### src/rtl/adder_pkg.sv
// Shared definitions for the pipelined adder/subtractor: default geometry,
// slice-width helper and the operation encoding.
package adder_pkg;

    localparam int ADDER_WIDTH_DEF  = 32;
    localparam int ADDER_STAGES_DEF = 4;

    typedef enum logic {
        ADD = 1'b0,
        SUB = 1'b1
    } adder_op_e;

    function automatic int slice_w(input int width, input int stages);
        return width / stages;
    endfunction

endpackage

### src/rtl/adder_pipe_stage.sv
// One pipeline stage: adds slice IDX of the skewed operands and registers the
// partially-built result, the carry and (with ADDER_PIPE_FLAGS_EN) the flag state.
module adder_pipe_stage
    import adder_pkg::*;
#(
    parameter int WIDTH  = ADDER_WIDTH_DEF,
    parameter int STAGES = ADDER_STAGES_DEF,
    parameter int IDX    = 0
) (
    input  logic             clk,
    input  logic             rst_n,
    input  logic             advance,
    input  logic             prev_valid,
    input  logic [WIDTH-1:0] prev_res,
    input  logic [WIDTH-1:0] prev_b,
    input  logic             prev_carry,
`ifdef ADDER_PIPE_FLAGS_EN
    input  logic             prev_zero,
    input  logic             prev_a_msb,
    input  logic             prev_b_msb,
    output logic             zero,
    output logic             overflow,
    output logic             a_msb,
    output logic             b_msb,
`endif
    output logic             valid,
    output logic [WIDTH-1:0] res,
    output logic [WIDTH-1:0] b,
    output logic             carry
);

    localparam int SW = slice_w(WIDTH, STAGES);
    localparam int LO = IDX * SW;

    logic [SW:0]      slice_sum;
    logic [WIDTH-1:0] res_next;

    // Bits below LO already hold sum slices; bits above still hold operand A.
    always_comb begin
        slice_sum          = {1'b0, prev_res[LO +: SW]} + {1'b0, prev_b[LO +: SW]}
                           + (SW+1)'(prev_carry);
        res_next           = prev_res;
        res_next[LO +: SW] = slice_sum[SW-1:0];
    end

    always_ff @(posedge clk or negedge rst_n) begin
        if (!rst_n) begin
            valid <= 1'b0;
            res   <= '0;
            b     <= '0;
            carry <= 1'b0;
        end else if (advance) begin
            valid <= prev_valid;
            res   <= res_next;
            b     <= prev_b;
            carry <= slice_sum[SW];
        end
    end

`ifdef ADDER_PIPE_FLAGS_EN
    // Overflow only becomes meaningful once the MSB slice is added (last stage).
    always_ff @(posedge clk or negedge rst_n) begin
        if (!rst_n) begin
            zero     <= 1'b0;
            overflow <= 1'b0;
            a_msb    <= 1'b0;
            b_msb    <= 1'b0;
        end else if (advance) begin
            zero     <= prev_zero & (slice_sum[SW-1:0] == '0);
            overflow <= (prev_a_msb == prev_b_msb) & (res_next[WIDTH-1] != prev_a_msb);
            a_msb    <= prev_a_msb;
            b_msb    <= prev_b_msb;
        end
    end
`endif

endmodule

### src/rtl/adder_pipe.sv
// Pipelined two's-complement adder/subtractor, one WIDTH/STAGES slice per stage.
// Optional flags (overflow_out, zero_out) are built when ADDER_PIPE_FLAGS_EN is defined.
module adder_pipe
    import adder_pkg::*;
#(
    parameter int WIDTH  = ADDER_WIDTH_DEF,
    parameter int STAGES = ADDER_STAGES_DEF
) (
    input  logic             clk_in,
    input  logic             rst_n_in,
    input  logic             in_valid_in,
    output logic             in_ready_out,
    input  logic [WIDTH-1:0] a_in,
    input  logic [WIDTH-1:0] b_in,
    input  logic             carry_in,
    input  logic             sub_in,
    output logic             out_valid_out,
    input  logic             out_ready_in,
    output logic [WIDTH-1:0] sum_out,
    output logic             carry_out,
    output logic             overflow_out,
    output logic             zero_out
);

    generate
        if ((STAGES < 1) || (STAGES > WIDTH) || (WIDTH % STAGES != 0)) begin : g_bad_geometry
            $error("adder_pipe: WIDTH must be divisible by STAGES, 1 <= STAGES <= WIDTH");
        end
    endgenerate

    // Handshake: a beat moves on a rising edge when valid & ready are both high.
    // The whole pipe freezes only when a valid result is refused downstream, so
    // accept and deliver can happen in the same cycle.
    logic      stall;
    adder_op_e op;

    logic             stg_valid [0:STAGES];
    logic [WIDTH-1:0] stg_res   [0:STAGES];
    logic [WIDTH-1:0] stg_b     [0:STAGES];
    logic             stg_carry [0:STAGES];

    assign stall        = out_valid_out & ~out_ready_in;
    assign in_ready_out = rst_n_in & ~stall;
    assign op           = sub_in ? SUB : ADD;

    assign stg_valid[0] = in_valid_in & in_ready_out;
    assign stg_res[0]   = a_in;
    assign stg_b[0]     = (op == SUB) ? ~b_in : b_in;
    assign stg_carry[0] = (op == SUB) ? 1'b1 : carry_in;

`ifdef ADDER_PIPE_FLAGS_EN
    logic stg_zero  [0:STAGES];
    logic stg_ovf   [0:STAGES];
    logic stg_a_msb [0:STAGES];
    logic stg_b_msb [0:STAGES];

    assign stg_zero[0]  = 1'b1;
    assign stg_ovf[0]   = 1'b0;
    assign stg_a_msb[0] = a_in[WIDTH-1];
    assign stg_b_msb[0] = stg_b[0][WIDTH-1];
`endif

    for (genvar k = 0; k < STAGES; k++) begin : g_stage
        adder_pipe_stage #(
            .WIDTH  (WIDTH),
            .STAGES (STAGES),
            .IDX    (k)
        ) u_stage (
            .clk        (clk_in),
            .rst_n      (rst_n_in),
            .advance    (~stall),
            .prev_valid (stg_valid[k]),
            .prev_res   (stg_res[k]),
            .prev_b     (stg_b[k]),
            .prev_carry (stg_carry[k]),
`ifdef ADDER_PIPE_FLAGS_EN
            .prev_zero  (stg_zero[k]),
            .prev_a_msb (stg_a_msb[k]),
            .prev_b_msb (stg_b_msb[k]),
            .zero       (stg_zero[k+1]),
            .overflow   (stg_ovf[k+1]),
            .a_msb      (stg_a_msb[k+1]),
            .b_msb      (stg_b_msb[k+1]),
`endif
            .valid      (stg_valid[k+1]),
            .res        (stg_res[k+1]),
            .b          (stg_b[k+1]),
            .carry      (stg_carry[k+1])
        );
    end

    assign out_valid_out = stg_valid[STAGES];
    assign sum_out       = stg_res[STAGES];
    assign carry_out     = stg_carry[STAGES];

`ifdef ADDER_PIPE_FLAGS_EN
    assign overflow_out = stg_ovf[STAGES];
    assign zero_out     = stg_zero[STAGES];
`else
    assign overflow_out = 1'b0;
    assign zero_out     = 1'b0;
`endif

endmodule

### config.mk
export PLATFORM = sky130hd
export DESIGN_NAME = adder_pipe
export DESIGN_NICKNAME = d
export VERILOG_FILES = /design/src/rtl/adder_pkg.sv /design/src/rtl/adder_pipe_stage.sv /design/src/rtl/adder_pipe.sv
export SDC_FILE = /design/constraint.sdc
export NUM_CORES = 1
export LEC_CHECK = 0
export CORE_ASPECT_RATIO = 0.5
export CORE_MARGIN = 2
export CORE_UTILIZATION = 47
export DETAILED_ROUTE_END_ITERATION = 16
export GPL_ROUTABILITY_DRIVEN = 1
export GPL_TIMING_DRIVEN = 0
export PLACE_DENSITY = 0.72
export SLEW_MARGIN = 0
export SYNTH_ARGS = -nofsm -noshare
export SYNTH_HDL_FRONTEND = slang
export SYNTH_SLANG_ARGS = --single-unit
### constraint.sdc
create_clock -name clk_in -period 2.4 [get_ports clk_in]
set_clock_uncertainty 0.1 [all_clocks]
set_input_delay 0.48 -clock clk_in [delete_from_list [all_inputs] [get_ports clk_in]]
set_output_delay 0.48 -clock clk_in [all_outputs]
set_load 0.005 [all_outputs]
==> results.md <==
* status: finished with violations
* violated checks: hold timing
* Worst setup SP type: register
* wire length of the first global-routing pass: 33440 um
* total setup violations reported at the end of the flow: 0
* hold crit path type: input pin to async pin
* CTS sink cnt: 184
* CP Capture Type: register
* final hold violation count: 29
* crit path DAT: 2.57 ns
* register bit total from synthesis: 184
* setup slack on the worst flop-to-flop path: 0.04 ns
* number of levels the H-tree was split into: 4
* dominant register cell in the synthesized netlist: dfrtp_1
* most area-consuming cells after synthesis: dfrtp_1, nand2_1, ha_1
* distinct cell type count of the synthesized netlist: 46
* dominant cell type by count on the critical path: fa_2
* start-to-end type of the worst setup path: register to register
* length in cells of the worst reg-to-reg path: 7
* sequential share of the synthesized area: 55.29%
* Max-Cap Viols: 0
* clock period minus final worst setup slack: 2.362 ns
* highest signal layer in the routed design: met5
* finished layout cell area: 0.01039 mm^2
* utilization after layout: 59.83%
* standby leakage power: 5.058 nW
* Cell Rows: 34
* routed vias: 6411
* Iteration-0 DRC Markers: 531
* TritonCTS clock tree: yes
* Global Route Usage Sum: 23.06%
* Buffers & Inverters on Critical Path: 1
* post-detailed-route via-to-cell ratio: 4.989
* Total Routed Length: 20200 um
* drt wl/cell: 15.72 um
* Antenna Violating Nets Remaining: 0
* met2 WL post-DR: 9552 um
* routability congestion estimate from global placement: 0.8991
* pin count of the biggest net entering global routing: 106
* Finished Layout Cells: 1285
* Critical Path Start: g_stage[1].u_stage.res[16]
* I/O pin count: 107
* Hold Worst Slack: -0.02608 ns
* max-slew headroom at the worst pin: 46.43%
* number of flops mapped to enable cells by yosys: 0
* number of max-slew violations in the final report: 0
* effective utilization at floorplan: 47.98%
* warnings from Yosys: 0
* data required time of the critical path: 2.60 ns
* number of cells after detailed placement: 1246
* die area: 0.01886 mm^2
* Max stage delay on crit path: 0.42 ns
* instance area after placement: 0.009721 mm^2
* critical-path cell list: fa_2, fa_2, a21o_1, a221oi_2, buf_4, xnor2_1, a21oi_1
* Reg2Reg Launch Point: g_stage[1].u_stage.res[16]
* family with the most delay on the worst path: adder cells
* sum of net half-perimeters after detailed placement: 14360 um
* latest clock arrival within the worst-skew pair: 0.43 ns
* initial antenna violation count: 2
* leading cell types by count after synthesis: nand2_1, dfrtp_1, o21ai_0
* end of the worst register-to-register path: g_stage[2].u_stage.res[22]
* Worst-Margin Slew: 0.8035 ns
* FFs w/ async S/R, synth: 100.0%
* post-synth design cell area: 0.008328 mm^2
* PwrDens: 1274 mW/mm^2
* timing-limited maximum frequency: 423.3 MHz
* top-count cell post-synth: nand2_1
* CTS Hold Buffers Added: 0
* fill cell instance count of the final layout: 1502
* instance count of the mapped netlist: 907
* VDD IR-drop max: 0.6488 mV
* Final period util: 98.44%
* clock transition time at the flip-flop clock pins of the worst setup and hold paths: 0.07 ns
* drt pass-1 iters: 5
* met3 wire length: 927 um
* library cell with the largest summed area after synthesis: dfrtp_1
* gr ovfl total: 0
* Ant. Diodes: 0
* Post-Syn Area per Cell: 9.182 um^2
* height of the chip: 98.13 um
* Inserted Clock Buffers: 17
* layout cell share with drive strength beyond 1: 9.895%
* net total in the final layout: 1144
* Synth top area share: 55.29%
* Longest Clk Path Bufs: 2
* highest-delay cell along the critical path: dfrtp_1
* number of port buffers: 103
* wire length on met1: 9396 um
* layout overhead on the synthesized area: 24.70%
* area inside the core boundary: 0.01736 mm^2
* highest fanout seen on the critical path: 2
* width of the chip: 192.3 um
* number of design rule violations left after detail routing: 0
* CTS root buf: clkbuf_16
* vias in the first global route: 6539
[cell families after synthesis]
group / Yosys count / share of synthesized area [%]
and+or+nand+nor: 471 / 21.97
xor gates and xnor gates: 47 / 4.943
other: 1 / 0.04503
muxes: 1 / 0.1802
buffers and inverters: 55 / 3.095
AOI/OAI and AO/OA: 112 / 8.353
adders and majority gates: 36 / 6.130
DFF: 184 / 55.29
[state kept, by name (all words and copies together) (netlist names)]
name,flops
g_stage.u_stage.carry,4
g_stage.u_stage.res,128
g_stage.u_stage.valid,4
g_stage.u_stage.b,48
[cells in the final DEF, fill, tap and decap left out, drive strengths merged, types with 2 or more instances in the layout]
cell / n
nor2: 12
fa: 8
a21o: 8
nand2b: 3
clkbuf: 24
a21boi: 3
conb: 2
nand3: 7
o21ai: 49
a211oi: 6
a221oi: 3
a31oi: 2
o21bai: 3
clkinvlp: 2
buf: 49
nor3b: 3
o31ai: 5
dlymetal6s2s: 2
dfrtp: 184
inv: 17
a311oi: 2
clkinv: 4
a21oi: 22
nand2: 435
ha: 28
nor3: 3
and3: 2
nor2b: 2
xor2: 15
xnor2: 32
o21a: 6
clkdlybuf4s50: 99
[how the worst max path moves through the flow]
stage	endpoint	cells past startpoint
after floorplan	g_stage[0].u_stage.carry	11
after global placement	g_stage[3].u_stage.res[0]	1
after detailed placement	in_ready_out	6
after CTS	g_stage[3].u_stage.res[30]	7
after global routing	g_stage[2].u_stage.carry	7
final	g_stage[2].u_stage.res[22]	7
[report_power, final]
group	leakage (nW)	internal, mW	switching (mW)
registers	2.20	4.46	0.848
clock network	0.270	1.37	1.32
logic	2.59	2.42	2.82
[final cells by class]
class                      instances  area (um^2)  area share, %
clock buffer                      17        425.4          4.096
sequential                       184         4606          44.35
buffer                            45        244.0          2.349
tap                              234        292.8          2.819
multi-input combinational        669         3522          33.92
clock inverter                    15        130.1          1.253
inverter                           8        30.03         0.2892
timing repair buffer             113         1135          10.93
[timing repair]
item	4_1_cts	5_1_grt
resized for setup	11	12
pin swaps	2	15
setup buffers	3	6
setup endpoints to repair	5	8
cloned	0	0
[layer usage]
layer  track usage (%)  vias up
met5                 0        -
met4             6.753        2
met3             3.738       28
met2             37.24      138
met1             32.38     3092
li1                  -     3151
[metrics by stage]
stage / setup TNS, ns / total power [mW] / worst slack, ns
6_report: 0 / 13.23 / 0.03754
2_1_floorplan: -0.1745 / 8.356 / -0.1048
4_1_cts: 0 / 13.15 / 0.001848
3_5_place_dp: -2.069 / 10.31 / -0.5526
5_1_grt: -0.01942 / 14.21 / -0.01942
3_3_place_gp: -1230.59 / 10.09 / -6.645
(Power assumes the default switching activity.)
